`src/rtl/cmd_queue_pkg.sv`:
```
// Shared command-word definitions used by the host queue and the command processor.
package cmd_queue_pkg;

    localparam int unsigned OPC_HI = 63;
    localparam int unsigned OPC_LO = 56;
    localparam int unsigned OPC_W  = OPC_HI - OPC_LO + 1;

    localparam logic [OPC_W-1:0] OPC_HALT = 8'h00;

    function automatic logic is_halt(input logic [OPC_W-1:0] opcode);
        return opcode == OPC_HALT;
    endfunction

endpackage

```
`src/rtl/cmd_queue_mem.sv`:
```
// Command queue storage: one synchronous write port, one asynchronous read port, no reset.
module cmd_queue_mem #(
    parameter int unsigned DEPTH  = 16,
    parameter int unsigned DATA_W = 64,
    localparam int unsigned PTR_W = $clog2(DEPTH)
) (
    input  logic              clk,
    input  logic              wr_en,
    input  logic [PTR_W-1:0]  wr_addr,
    input  logic [DATA_W-1:0] wr_data,
    input  logic [PTR_W-1:0]  rd_addr,
    output logic [DATA_W-1:0] rd_data_c
);

    logic [DATA_W-1:0] mem_q [DEPTH];

    always_ff @(posedge clk) begin
        if (wr_en) begin
            mem_q[wr_addr] <= wr_data;
        end
    end

    assign rd_data_c = mem_q[rd_addr];

endmodule

```
`src/rtl/cmd_queue.sv`:
```
// Host-to-command-processor FIFO with first-word-fall-through head, sticky overflow and HALT stop.
module cmd_queue
    import cmd_queue_pkg::*;
#(
    parameter int unsigned DEPTH  = 16,
    parameter int unsigned DATA_W = 64,
    localparam int unsigned CNT_W = $clog2(DEPTH + 1)
) (
    input  logic              clk,
    input  logic              rst_n,
    input  logic              host_valid,
    input  logic [DATA_W-1:0] host_data,
    output logic              host_ready,
    output logic              cmd_valid,
    output logic [DATA_W-1:0] cmd_data,
    input  logic              cmd_ready,
    input  logic              flush,
    output logic [CNT_W-1:0]  count,
    output logic              overflow,
    output logic              halt_seen
);

    localparam int unsigned PTR_W = $clog2(DEPTH);

    logic [PTR_W-1:0] wr_ptr, wr_ptr_nxt;
    logic [PTR_W-1:0] rd_ptr, rd_ptr_nxt;
    logic [CNT_W-1:0] count_nxt;
    logic             overflow_nxt;
    logic             halt_seen_nxt;
    logic             host_ready_nxt;
    logic             cmd_valid_nxt;
    logic             push;
    logic             pop;
    logic             mem_we;

    assign push   = host_valid & host_ready;
    assign pop    = cmd_valid & cmd_ready;
    assign mem_we = push & ~flush;

    cmd_queue_mem #(
        .DEPTH  (DEPTH),
        .DATA_W (DATA_W)
    ) u_mem (
        .clk       (clk),
        .wr_en     (mem_we),
        .wr_addr   (wr_ptr),
        .wr_data   (host_data),
        .rd_addr   (rd_ptr),
        .rd_data_c (cmd_data)
    );

    // Next-state; host_ready/cmd_valid are precomputed so they come straight from flops.
    always_comb begin
        wr_ptr_nxt     = wr_ptr;
        rd_ptr_nxt     = rd_ptr;
        count_nxt      = count;
        overflow_nxt   = overflow;
        halt_seen_nxt  = halt_seen;
        host_ready_nxt = host_ready;
        cmd_valid_nxt  = cmd_valid;

        if (flush) begin
            wr_ptr_nxt     = '0;
            rd_ptr_nxt     = '0;
            count_nxt      = '0;
            overflow_nxt   = 1'b0;
            halt_seen_nxt  = 1'b0;
            host_ready_nxt = 1'b1;
            cmd_valid_nxt  = 1'b0;
        end else begin
            if (push) begin
                wr_ptr_nxt = wr_ptr + PTR_W'(1);
            end
            if (pop) begin
                rd_ptr_nxt = rd_ptr + PTR_W'(1);
            end
            count_nxt = count + CNT_W'(push) - CNT_W'(pop);
            if (host_valid && !host_ready) begin
                overflow_nxt = 1'b1;
            end
            if (pop && is_halt(cmd_data[OPC_HI:OPC_LO])) begin
                halt_seen_nxt = 1'b1;
            end
            host_ready_nxt = (count_nxt != CNT_W'(DEPTH));
            cmd_valid_nxt  = (count_nxt != '0) && !halt_seen_nxt;
        end
    end

    always_ff @(posedge clk or negedge rst_n) begin
        if (!rst_n) begin
            wr_ptr     <= '0;
            rd_ptr     <= '0;
            count      <= '0;
            overflow   <= 1'b0;
            halt_seen  <= 1'b0;
            host_ready <= 1'b1;
            cmd_valid  <= 1'b0;
        end else begin
            wr_ptr     <= wr_ptr_nxt;
            rd_ptr     <= rd_ptr_nxt;
            count      <= count_nxt;
            overflow   <= overflow_nxt;
            halt_seen  <= halt_seen_nxt;
            host_ready <= host_ready_nxt;
            cmd_valid  <= cmd_valid_nxt;
        end
    end

endmodule

```
`config.mk`:
```
export PLATFORM = sky130hd
export DESIGN_NAME = cmd_queue
export DESIGN_NICKNAME = d
export VERILOG_FILES = /design/src/rtl/cmd_queue_pkg.sv /design/src/rtl/cmd_queue_mem.sv /design/src/rtl/cmd_queue.sv
export SDC_FILE = /design/constraint.sdc
export NUM_CORES = 1
export LEC_CHECK = 0
export CORE_MARGIN = 10
export CORE_UTILIZATION = 30
export DETAILED_ROUTE_END_ITERATION = 10
export GPL_ROUTABILITY_DRIVEN = 0
export MAX_ROUTING_LAYER = met4
export PLACE_DENSITY = 0.43
export SKIP_CTS_REPAIR_TIMING = 1
export SLEW_MARGIN = 20
export SYNTH_ARGS = -nofsm -noshare
export SYNTH_HDL_FRONTEND = slang
export SYNTH_SLANG_ARGS = --single-unit
```
`constraint.sdc`:
```
create_clock -name clk -period 12.5 [get_ports clk]
set_input_delay 1.25 -clock clk [delete_from_list [all_inputs] [get_ports clk]]
set_output_delay 1.25 -clock clk [all_outputs]
set_load 0.03 [all_outputs]
```
## Yosys cells after proc, flatten, opt, wreduce, memory -nomap -nowiden

Memories as Yosys holds them, arrays and structs flattened.
Index checks and enable logic that the tools add are counted.

| operators by class | value |
|---|---|
| $add $sub $neg | 4 |
| eq/ne operators | 1 |
| mux-type cells | 14 |
| bitwise operators | 4 |
| reduce and logical (&&, ||, !) cells | 10 |

Operators with widths:

| operator | number |
|---|---|
| $mux W4 | 4 |
| $mux W1 | 9 |
| $add A4 B1 Y4 const B | 2 |
| $logic_not A8 Y1 | 1 |
| $reduce_bool A2 Y1 | 3 |
| $add A5 B1 Y5 | 1 |
| $mux W5 | 1 |
| $ne A5 B5 Y1 const B | 1 |
| $reduce_bool A5 Y1 | 1 |
| $sub A5 B1 Y5 | 1 |
| $and A1 B1 Y1 | 3 |
| $logic_and A1 B1 Y1 | 3 |
| $logic_not A1 Y1 | 2 |
| $not A1 Y1 | 1 |

| word-level totals | value |
|---|---|
| flip-flop bits (word level) | 17 |
| memory bits (writable) | 1024 |
| input port bits | 69 |
| memories kept | 1 |

Memory list:

| memory | depth | width | rd ports | clocked after Yosys merged registers in | write ports | line | source |
|---|---|---|---|---|---|---|---|
| u_mem.mem_q | 16 | 64 | 1 | 0 | 1 | cmd_queue_mem.sv:15 | `logic [DATA_W-1:0] mem_q [DEPTH];` |

## Logic depth before layout (Yosys ltp)

Gate-level depths: netlist of the first run.
An unclocked memory read counts as a cell.

| logic depth | value |
|---|---|
| word-level depth | 8 |
| gate-level depth with buffers | 12 |
| gate-level depth less buffers | 11 |

## Modules after synthesis

From an unflattened synthesis of the first run, not the netlist that was laid out.

| unflattened totals | value |
|---|---|
| cell total of the unflattened synthesis | 1666 |
| area total of the unflattened synthesis | 39167.6 um^2 |

Modules (own cells, without submodules):

| module | times used | cells an instance | area each (um^2) |
|---|---|---|---|
| cmd_queue_mem | 1 | 1583 | 38300.5 |
| cmd_queue | 1 | 83 | 867.1 |

## Worst setup path before layout of the first run

OpenSTA, ideal clock, no wires.

| timing path | value |
|---|---|
| path kind | input -> register |
| start point | input flush |
| end point | memory u_mem.mem_q[0][0] (enable) |
| setup time | 0.486 ns |
| arrival time | 4.541 ns |
| path slack | 7.472 ns |
| stages on the path | 3 |
| cell sequence | clkbuf_1 or3_1 nor2_1 |

| on the way | value |
|---|---|
| word-level cells in the longest chain between the ends | 4 |

Ends and longest elaborated chain:

| item | line | source |
|---|---|---|
| start: declaration | cmd_queue.sv:17 | `input logic flush,` |
| $not A1 Y1 | cmd_queue.sv:38 | `assign mem_we = push & ~flush;` |
| $and A1 B1 Y1 | cmd_queue.sv:38 |  |
| $mux W1 | cmd_queue_mem.sv:18 | `if (wr_en) begin` |
| $mux W1 (implied by the code) | cmd_queue_mem.sv:19 | `mem_q[wr_addr] <= wr_data;` |
| end: declaration | cmd_queue_mem.sv:15 |  |

No other way between the ends.

## Worst setup path in the final report of the first run

| timing path | value |
|---|---|
| start point | register rd_ptr[0] |
| end point | output cmd_data[7] |

| on the way | value |
|---|---|
| word-level cells in the longest chain between the ends | 1 |

Ends and longest elaborated chain:

| item | line | source |
|---|---|---|
| start: declaration | cmd_queue.sv:26 | `logic [PTR_W-1:0] rd_ptr, rd_ptr_nxt;` |
| start signal: assignment | cmd_queue.sv:100 | `rd_ptr <= rd_ptr_nxt;` |
| $mem_v2 Z16 W64 | -- |  |
| end: declaration | cmd_queue.sv:15 | `output logic [DATA_W-1:0] cmd_data,` |

No other way between the ends.

==> impl_metrics.yaml, run 1 <==
yosys:
  synth_area_leaders: "edfxtp_1 (78%), mux4_2 (18%), dfrtp_1 (1.0%)"
  avgSynthCellArea_um2: 25.3
  ys_warn_count: 0
  synth_cell_type_count: 31
  syn_inst: 1557
  syn-num-nets: 1637
  synth-main-ff-cell: "edfxtp_1"
  synth-seq-area-share_pct: 79.3
  yosysMostFrequentCell: "edfxtp_1"
  synth_area_leader_cell: "edfxtp_1"
  ys_ff_latch: 1041
  synth_edf_count: 1024
  synthTopCellsByCount: "edfxtp_1 (1,024), mux4_2 (310), buf_2 (31)"
  synth_area_um2: 39300
  synth.top_cell.area_share_pct: 78.2
  async_flop_share_pct: 1.63
clock_network:
  clk_latency_ns: 0.71
  clk_pin_slew_ns: 0.06
  cts_buffers: 112
  ctsHtreeMaxLevel: 3
  cts_sinks: 1041
  cts_tree: "done"
  max-clock-path-buffers: 3
  root_buffer: "clkbuf_16"
timing:
  finalSetupViolations: 0
  relSlewSlack_pct: 25.0
  drv_slew: 0
  rsz0062_at_grt: "false"
  setup_slack_ns: 6.05
  timing.final.hold_violations: 0
  tightest_slew_ns: 1.13
  period_share_pct: 51.6
  setup-tns-final_ns: 0
  finalCriticalPeriod_ns: 6.45
  fmax_mhz: 155
  holdWs_ns: 0.503
  finClkSkew_ns: 0.0182
layout:
  nFillCells: 11900
  area_delta_synth_final_pct: 18.6
  regArea_um2: 31200
  drive_gt1_share_pct: 28.2
  nets: 1857
  multi_input_area_um2: 7880
pwr:
  vdd_drop_max_uv: 169
  p_per_area_nw_per_um2: 178
  p_leak_nw: 13.9
floorplanning:
  initial_core_util_pct: 30.3
  die_area_um2: 146000
  core-area_um2: 130000
  io_pins: 142
  fp.dieW_um: 382
  die_h_um: 382
  rows: 132
setup_path:
  worst-setup-path-type: "reg -> out"
  end_kind: "output pin"
  required_ns: 11.25
  cp_top_family: "buffers and inverters"
  cp_max_fo: 45
  arrival_ns: 5.20
  cp_slowest_cell: "dfrtp_4"
  crit_buf_inv: 3
  crit_path_cell_trace: "buf_4 -> buf_4 -> mux4_2 -> mux4_2 -> clkdlybuf4s50_1"
  startpoint_type: "flip-flop"
  max_stage_delay_ns: 0.94
routing:
  vias: 17300
  wl_um: 101000
  vias_per_cell: 4.78
  drc: 0
  wl_per_cell_um: 27.9
  drt_first_pass_iters: 5
  dr.first_iter.drc_count: 1272
  postRouteAntennaNets: 0
place:
  place_ws_ns: 6.54
  dp_hpwl_um: 49700
  port_buffers: 141
min_path:
  hold_path.class: "reg -> reg"
global_route:
  antenna_found_initial: 12
  grt_pass1_wl_um: 144000
  overflow: 0
  grt_pass1_vias: 18800
  grt_util_all_layers_pct: 14.1
  grt_max_degree: 128
job:
  maxCapViolCount: 0
run_status:
  status: "complete, no violations"
state kept, by name, summed over array words and instances (netlist names):
name,cells
cmd_valid,1
count,5
halt_seen,1
host_ready,1
overflow,1
rd_ptr,4
u_mem.mem_q,1024
wr_ptr,4
worst min-delay path, cell delays in order (launching register included):
cell     delay (ns)
dfrtp_1        0.34
a21oi_1        0.05
nor2_1         0.07
placed cells by master, fill, tap and decap left out, drive strengths merged, types with 2 or more instances in the layout:
master / Yosys / routed
a22oi: 15 / 15
nor4: 2 / 2
xor2: 6 / 6
xnor2: 4 / 4
mux4: 310 / 310
dfrtp: 16 / 16
clkbuf: 27 / 144
diode: 0 / 8
clkinvlp: 0 / 3
clkinv: 0 / 51
ha: 10 / 10
nand2: 19 / 19
a21oi: 5 / 5
a21o: 3 / 3
and3: 2 / 2
buf: 50 / 42
clkdlybuf4s50: 0 / 141
nor2: 30 / 30
and2: 2 / 2
edfxtp: 1024 / 1024
mux2i: 9 / 9
inv: 10 / 12
bufinv: 0 / 10
nor2b: 4 / 4
kinds of logic after synthesis:
kind of cell | Yosys count | synth area share (%)
DFF | 1041 | 79.3
muxes | 319 | 18.0
buffers and inverters | 87 | 1.02
and+or+nand+nor | 65 | 0.732
AOI/OAI and AO/OA | 24 | 0.426
adders and majority gates | 11 | 0.369
xor gates and xnor gates | 10 | 0.223
final timing paths:
path / from / slack [ns] / cells after the start / endpoint
max in group asynchronous: rst_n / 10.91 / 1 / rd_ptr[0]$_DFFE_PN0P_
min: overflow$_DFFE_PN0P_ / 0.50 / 2 / overflow$_DFFE_PN0P_
max reg2reg: rd_ptr[0]$_DFFE_PN0P_ / 8.25 / 8 / cmd_valid$_DFF_PN0_
min in group asynchronous: rst_n / 1.00 / 1 / overflow$_DFFE_PN0P_
max: rd_ptr[0]$_DFFE_PN0P_ / 6.05 / 5 / cmd_data[7]
min reg2reg: overflow$_DFFE_PN0P_ / 0.50 / 2 / overflow$_DFFE_PN0P_
metrics by stage:
step                total power [mW]  cells  utilization [%]  area [um^2]
finish                          8.32   3623             35.9        46600
CTS                             8.47   3615             35.9        46600
detailed placement              5.21   3405             33.2        43000
floorplan                       4.79   1557                -        39300
global placement                5.20   3405             33.2        43000
global route                    8.67   3622             35.9        46600
per-layer routing:
layer | up-vias | share of wire (%) | track usage, %
li1 | 7210 | - | -
met4 | 0 | 1.8 | 3.04
met3 | 131 | 4.9 | 3.36
met2 | 378 | 51 | 23.2
met1 | 9602 | 43 | 17.8
met5 | - | 0 | -
power breakdown:
part	leakage (nW)	internal [mW]	switching (mW)	total, mW
logic	2.74	0.538	0.598	1.14
registers	9.44	3.91	0.0472	3.96
clock network	1.75	1.88	1.35	3.22
total	13.9	6.33	1.99	8.32
area by class of cell:
class	instances	share of cell area, %
tap	1742	4.67
clock inverter	66	1.32
sequential	1041	66.9
clock buffer	144	6.36
multi-input combinational	429	16.9
antenna	8	0.0429
inverter	10	0.0805
timing repair buffer	183	3.76
(Power assumes the default switching activity.)
==> run 2, diff against run 1 <==
==> constraint.sdc (replaced) <==
create_clock -name clk -period 6.14 [get_ports clk]
set_input_delay 0.614 -clock clk [delete_from_list [all_inputs] [get_ports clk]]
set_output_delay 0.614 -clock clk [all_outputs]
set_load 0.03 [all_outputs]
==> run 2 against run 1 <==
  * Combinational power up 110%
  * Setup slack worse by 4.5 ns
  * First-iteration DRC count down 5.3%
  * Critical endpoint is now cmd_data[9]
  * Clock power rose by 100%
  * Count of clock-buffer cells in the layout up 1
  * Routed wire length shrank 1.3%
==> impl_metrics.yaml, run 2 (same netlist as run 1, synthesis figures left out) <==
pwr:
  p_seq_share_pct: 47.3
  p_per_area_nw_per_um2: 362
  netSwitchingFraction_pct: 23.8
  comb_power_share_pct: 14.1
  clock_power_share_pct: 38.6
  power.switching_mw: 4.05
  p_int_mw: 12.9
  vdd_drop_max_uv: 244
  p_leak_nw: 14.0
layout:
  regMostFlops: "u_mem.mem_q"
  nFillCells: 11900
  drive_gt1_share_pct: 28.2
  final_cell_mix: "edfxtp_1 (1,024), mux4_2 (310), clkdlybuf4s50_1 (141)"
  largest_reg_flops: 1024
  fin_cells: 3619
  final_common_cell: "edfxtp_1"
  area_delta_synth_final_pct: 19.2
  nets: 1862
  top_regs: "u_mem.mem_q: 1024 flops, count: 5 flops"
setup_path:
  r2r-end: "halt_seen$_DFF_PN0_"
  cp_top_family: "buffers and inverters"
  required_ns: 5.53
  cp_slowest_cell: "dfrtp_4"
  startpoint_type: "flip-flop"
  max_stage_delay_ns: 0.76
  cp_max_fo: 44
  r2r_slack_ns: 2.78
  crit_path_cell_trace: "buf_16 -> buf_12 -> mux4_2 -> mux4_2 -> clkdlybuf4s50_1"
  path_common_cell: "mux4_2"
  r2r_start: "rd_ptr[0]$_DFFE_PN0P_"
  worst-setup-path-type: "reg -> out"
  endpoint: "cmd_data[9]"
  r2r_cells: 8
  path_depth: 5
  startpoint: "rd_ptr[0]$_DFFE_PN0P_"
  crit_buf_inv: 3
  arrival_ns: 3.96
  end_kind: "output pin"
timing:
  finClkSkew_ns: 0.0176
  finalSetupViolations: 0
  tightest_slew_ns: 1.02
  holdWs_ns: 0.385
  setup-tns-final_ns: 0
  rsz0062_at_grt: "false"
  relSlewSlack_pct: 31.9
  finalCriticalPeriod_ns: 4.57
  fmax_mhz: 219
  period_share_pct: 74.4
  drv_slew: 0
  timing.final.hold_violations: 0
routing:
  dr.first_iter.drc_count: 1204
  wl_um: 99600
  drc: 0
  vias_per_cell: 4.80
  wl_per_cell_um: 27.5
  drt_first_pass_iters: 5
  vias: 17400
  postRouteAntennaNets: 0
job:
  maxCapViolCount: 0
floorplanning:
  die_h_um: 382
  initial_core_util_pct: 30.3
  io_pins: 142
  fp.dieW_um: 382
  core-area_um2: 130000
  rows: 132
  die_area_um2: 146000
place:
  dp_hpwl_um: 50000
  port_buffers: 141
  dp_cells: 3408
global_route:
  grt_max_degree: 116
  antenna_found_initial: 16
  grt_pass1_wl_um: 143000
  grt_pass1_vias: 19100
  overflow: 0
  grt_util_all_layers_pct: 13.9
min_path:
  hold_path.class: "in -> async"
clock_network:
  cts_tree: "done"
  root_buffer: "clkbuf_16"
  ctsHtreeMaxLevel: 3
  clk_pin_slew_ns: 0.06
  cts_buffers: 113
  cts_sinks: 1041
  clk_latency_ns: 0.72
  max-clock-path-buffers: 3
run_status:
  status: "complete, no violations"
run 2: worst min path at each step:
stage                     slack (ns)                    to  cells after the start
after detailed placement        0.54  overflow$_DFFE_PN0P_                      2
after global placement          0.49  overflow$_DFFE_PN0P_                      2
after CTS                       0.35    count[4]$_DFF_PN0_                      1
final                           0.38   halt_seen$_DFF_PN0_                      1
after floorplan                 0.32   cmd_valid$_DFF_PN0_                      0
after global routing            0.41   cmd_valid$_DFF_PN0_                      1
run 2: stage by stage:
step / total power, mW / cell area [um^2] / worst slack (ns) / utilization [%]
global route: 17.7 / 46900 / 1.31 / 36.1
finish: 17.0 / 46900 / 1.57 / 36.1
floorplan: 9.75 / 39300 / 1.75 / -
global placement: 10.6 / 43300 / 2.04 / 33.3
CTS: 17.3 / 46800 / 1.25 / 36.1
detailed placement: 10.6 / 43300 / 2.05 / 33.3
run 2: worst reg2reg max path, delay by kind of cell, from the launching register on:
family                 cells  cell delay, ns
buffers and inverters      2            0.74
multiplexers               1            0.55
flip-flops                 1            0.76
AO/OA/AOI/OAI              2            0.45
AND/OR/NAND/NOR            3            0.80
run 2: area by class of cell:
type	instances	area (um^2)	share of cell area [%]
timing repair buffer	187	2020	4.31
antenna	9	22.5	0.0480
sequential	1041	31200	66.5
clock buffer	145	2990	6.38
inverter	10	37.5	0.0801
tap	1742	2180	4.65
multi-input combinational	429	7880	16.8
clock inverter	56	549	1.17
run 2: per-layer routing:
metal	share of wire [%]	vias up	track usage, %
li1	-	7223	-
met1	43	9642	17.5
met2	51	376	23.1
met3	4.7	147	3.20
met4	1.8	0	2.98
met5	0	-	-
run 2: power groups by stage:
stage	Sequential [mW]	Clock [mW]	Combinational, mW
after floorplan	8.20	0	1.55
after global placement	8.21	0	2.41
after detailed placement	8.22	0	2.43
after CTS	8.07	6.76	2.44
after global routing	8.05	7.06	2.58
final	8.03	6.55	2.39
==> run 3, diff against run 2 <==
--- a/config.mk
+++ b/config.mk
@@ -10,7 +10,7 @@
 export DETAILED_ROUTE_END_ITERATION = 10
 export GPL_ROUTABILITY_DRIVEN = 0
 export MAX_ROUTING_LAYER = met4
-export PLACE_DENSITY = 0.43
+export PLACE_DENSITY = 0.45
 export SKIP_CTS_REPAIR_TIMING = 1
 export SLEW_MARGIN = 20
 export SYNTH_ARGS = -nofsm -noshare
==> constraint.sdc (replaced) <==
create_clock -name clk -period 4 [get_ports clk]
set_input_delay 0.4 -clock clk [delete_from_list [all_inputs] [get_ports clk]]
set_output_delay 0.4 -clock clk [all_outputs]
set_load 0.03 [all_outputs]
==> run 3 against run 2 <==
  * Critical path depth unchanged
  * Cell count grew 0.53%
  * Clock power rose by 56%
  * Utilization grew 0.26 points
  * Cell area increased by 0.72%
  * Global-route usage hardly changed
  * Non-clock buffer count up 16
  * Sequential share of layout area decreased by 0.48 points
  * Clock skew up 0.014 ns
  * Routed wire length about the same
  * Die area unchanged
  * Combinational power increased by 57%
  * Critical path type unchanged
  * Critical endpoint is now cmd_data[13]
==> impl_metrics.yaml, run 3 (same netlist as run 1, synthesis figures left out) <==
layout:
  largest_reg_flops: 1024
  top_regs: "u_mem.mem_q: 1024 flops, count: 5 flops"
  nets: 1875
  area_delta_synth_final_pct: 20.0
  multi_input_area_um2: 7880
  nFillCells: 11900
  regMostFlops: "u_mem.mem_q"
  regArea_um2: 31200
  final_cell_mix: "edfxtp_1 (1,024), mux4_2 (310), clkdlybuf4s50_1 (115)"
  drive_gt1_share_pct: 30.2
  final_common_cell: "edfxtp_1"
min_path:
  hold_path.class: "in -> async"
timing:
  period_share_pct: 97.2
  holdWs_ns: 0.168
  finClkSkew_ns: 0.0316
  timing.final.hold_violations: 0
  relSlewSlack_pct: 42.3
  drv_slew: 0
  finalSetupViolations: 0
  fmax_mhz: 257
  tightest_slew_ns: 0.863
  finalCriticalPeriod_ns: 3.89
  setup-tns-final_ns: 0
routing:
  drc: 0
  postRouteAntennaNets: 0
  vias: 17400
  dr.first_iter.drc_count: 1319
  drt_first_pass_iters: 5
  wl_per_cell_um: 27.4
  wl_um: 99600
  vias_per_cell: 4.78
pwr:
  p_seq_share_pct: 46.9
  vdd_drop_max_uv: 373
  netSwitchingFraction_pct: 24.0
  p_per_area_nw_per_um2: 556
  p_int_mw: 20.0
  power.switching_mw: 6.31
  p_leak_nw: 14.3
  comb_power_share_pct: 14.3
  clock_power_share_pct: 38.8
setup_path:
  arrival_ns: 3.49
  max_stage_delay_ns: 0.68
  end_kind: "output pin"
  path_common_cell: "mux4_2"
  r2r-end: "halt_seen$_DFF_PN0_"
  required_ns: 3.60
  cp_slowest_cell: "clkdlybuf4s50_1"
  startpoint_type: "flip-flop"
  cp_max_fo: 26
  r2r_cells: 8
  worst-setup-path-type: "reg -> out"
  crit_path_cell_trace: "buf_4 -> buf_16 -> mux4_2 -> mux4_2 -> clkdlybuf4s50_1"
  r2r_slack_ns: 1.11
  r2r_start: "rd_ptr[0]$_DFFE_PN0P_"
run_status:
  status: "complete, no violations"
floorplanning:
  rows: 132
  fp.dieW_um: 382
  io_pins: 142
  core-area_um2: 130000
  die_h_um: 382
  initial_core_util_pct: 30.3
  die_area_um2: 146000
global_route:
  antenna_found_initial: 11
  grt_max_degree: 67
  grt_util_all_layers_pct: 13.9
  grt_pass1_wl_um: 143000
  grt_pass1_vias: 19100
  overflow: 0
clock_network:
  clk_pin_slew_ns: 0.07
  cts_tree: "done"
  cts_sinks: 1041
  root_buffer: "clkbuf_16"
  max-clock-path-buffers: 3
  ctsHtreeMaxLevel: 3
  cts_buffers: 110
  clk_latency_ns: 0.72
place:
  dp_hpwl_um: 49200
  port_buffers: 141
job:
  maxCapViolCount: 0
run 3: changes by cell type in the layout (fill, tap and decap cells not counted), moves of 3 or more:
cell,change
buf_12,+10
clkbuf_1,-15
clkinv_2,+13
bufinv_16,+4
buf_4,+15
clkbuf_16,-4
inv_6,+3
clkdlybuf4s50_1,-26
dlymetal6s2s_1,+16
run 3: how the worst max path moves through the flow:
stage	from	to	slack, ns
2_1_floorplan	host_ready$_DFF_PN1_	u_mem.mem_q[15][0]$_DFFE_PP_	-0.36
3_3_place_gp	rd_ptr[0]$_DFFE_PN0P_	cmd_data[3]	0.73
3_5_place_dp	rd_ptr[0]$_DFFE_PN0P_	cmd_data[3]	0.74
4_1_cts	rd_ptr[0]$_DFFE_PN0P_	cmd_data[3]	-0.08
5_1_grt	rd_ptr[0]$_DFFE_PN0P_	cmd_data[13]	-0.02
6_report	rd_ptr[0]$_DFFE_PN0P_	cmd_data[13]	0.11
run 3: final cells by class:
type                    count  share of cell area, %
clock inverters            79                   1.68
repair buffers            203                   4.87
multi-input cells         429                   16.7
inverters                  10                 0.0795
flip-flops and latches   1041                   66.1
clock buffers             125                   5.95
diodes                      9                 0.0477
well taps                1742                   4.62
run 3: critical path, delay by kind of cell, from the launching register on:
kind,cells,cell delay [ns]
muxes,2,1.01
buffers and inverters,3,1.09
DFF,1,0.60
run 3: metal layers:
metal  wire, um  vias to the layer above  share of wire (%)  global-route usage, %
met5          0                        -                  0                      -
met4       1800                        0                1.8                   3.16
met3       4760                      125                4.8                   3.21
met2      50900                      375                 51                   23.1
met1      42200                     9641                 42                   17.2
li1           -                     7247                  -                      -
run 3: per-stage QoR:
| step | total power, mW | util (%) | area [um^2] | setup slack, ns | instances |
|---|---|---|---|---|---|
| after global placement | 16.4 | 33.5 | 43500 | 0.732 | 3421 |
| after CTS | 26.7 | 36.3 | 47100 | -0.0757 | 3625 |
| after detailed placement | 16.4 | 33.5 | 43500 | 0.742 | 3421 |
| after global routing | 27.3 | 36.4 | 47200 | -0.0215 | 3637 |
| after floorplan | 15.0 | - | 39300 | -0.360 | 1557 |
| final | 26.3 | 36.4 | 47200 | 0.110 | 3638 |
run 3: power by group through the flow:
stage | clock network (mW) | registers [mW] | logic, mW
after floorplan | 0 | 12.6 | 2.39
after detailed placement | 0 | 12.6 | 3.84
final | 10.2 | 12.3 | 3.75
after global routing | 10.9 | 12.3 | 4.06
after CTS | 10.5 | 12.3 | 3.85
after global placement | 0 | 12.5 | 3.81
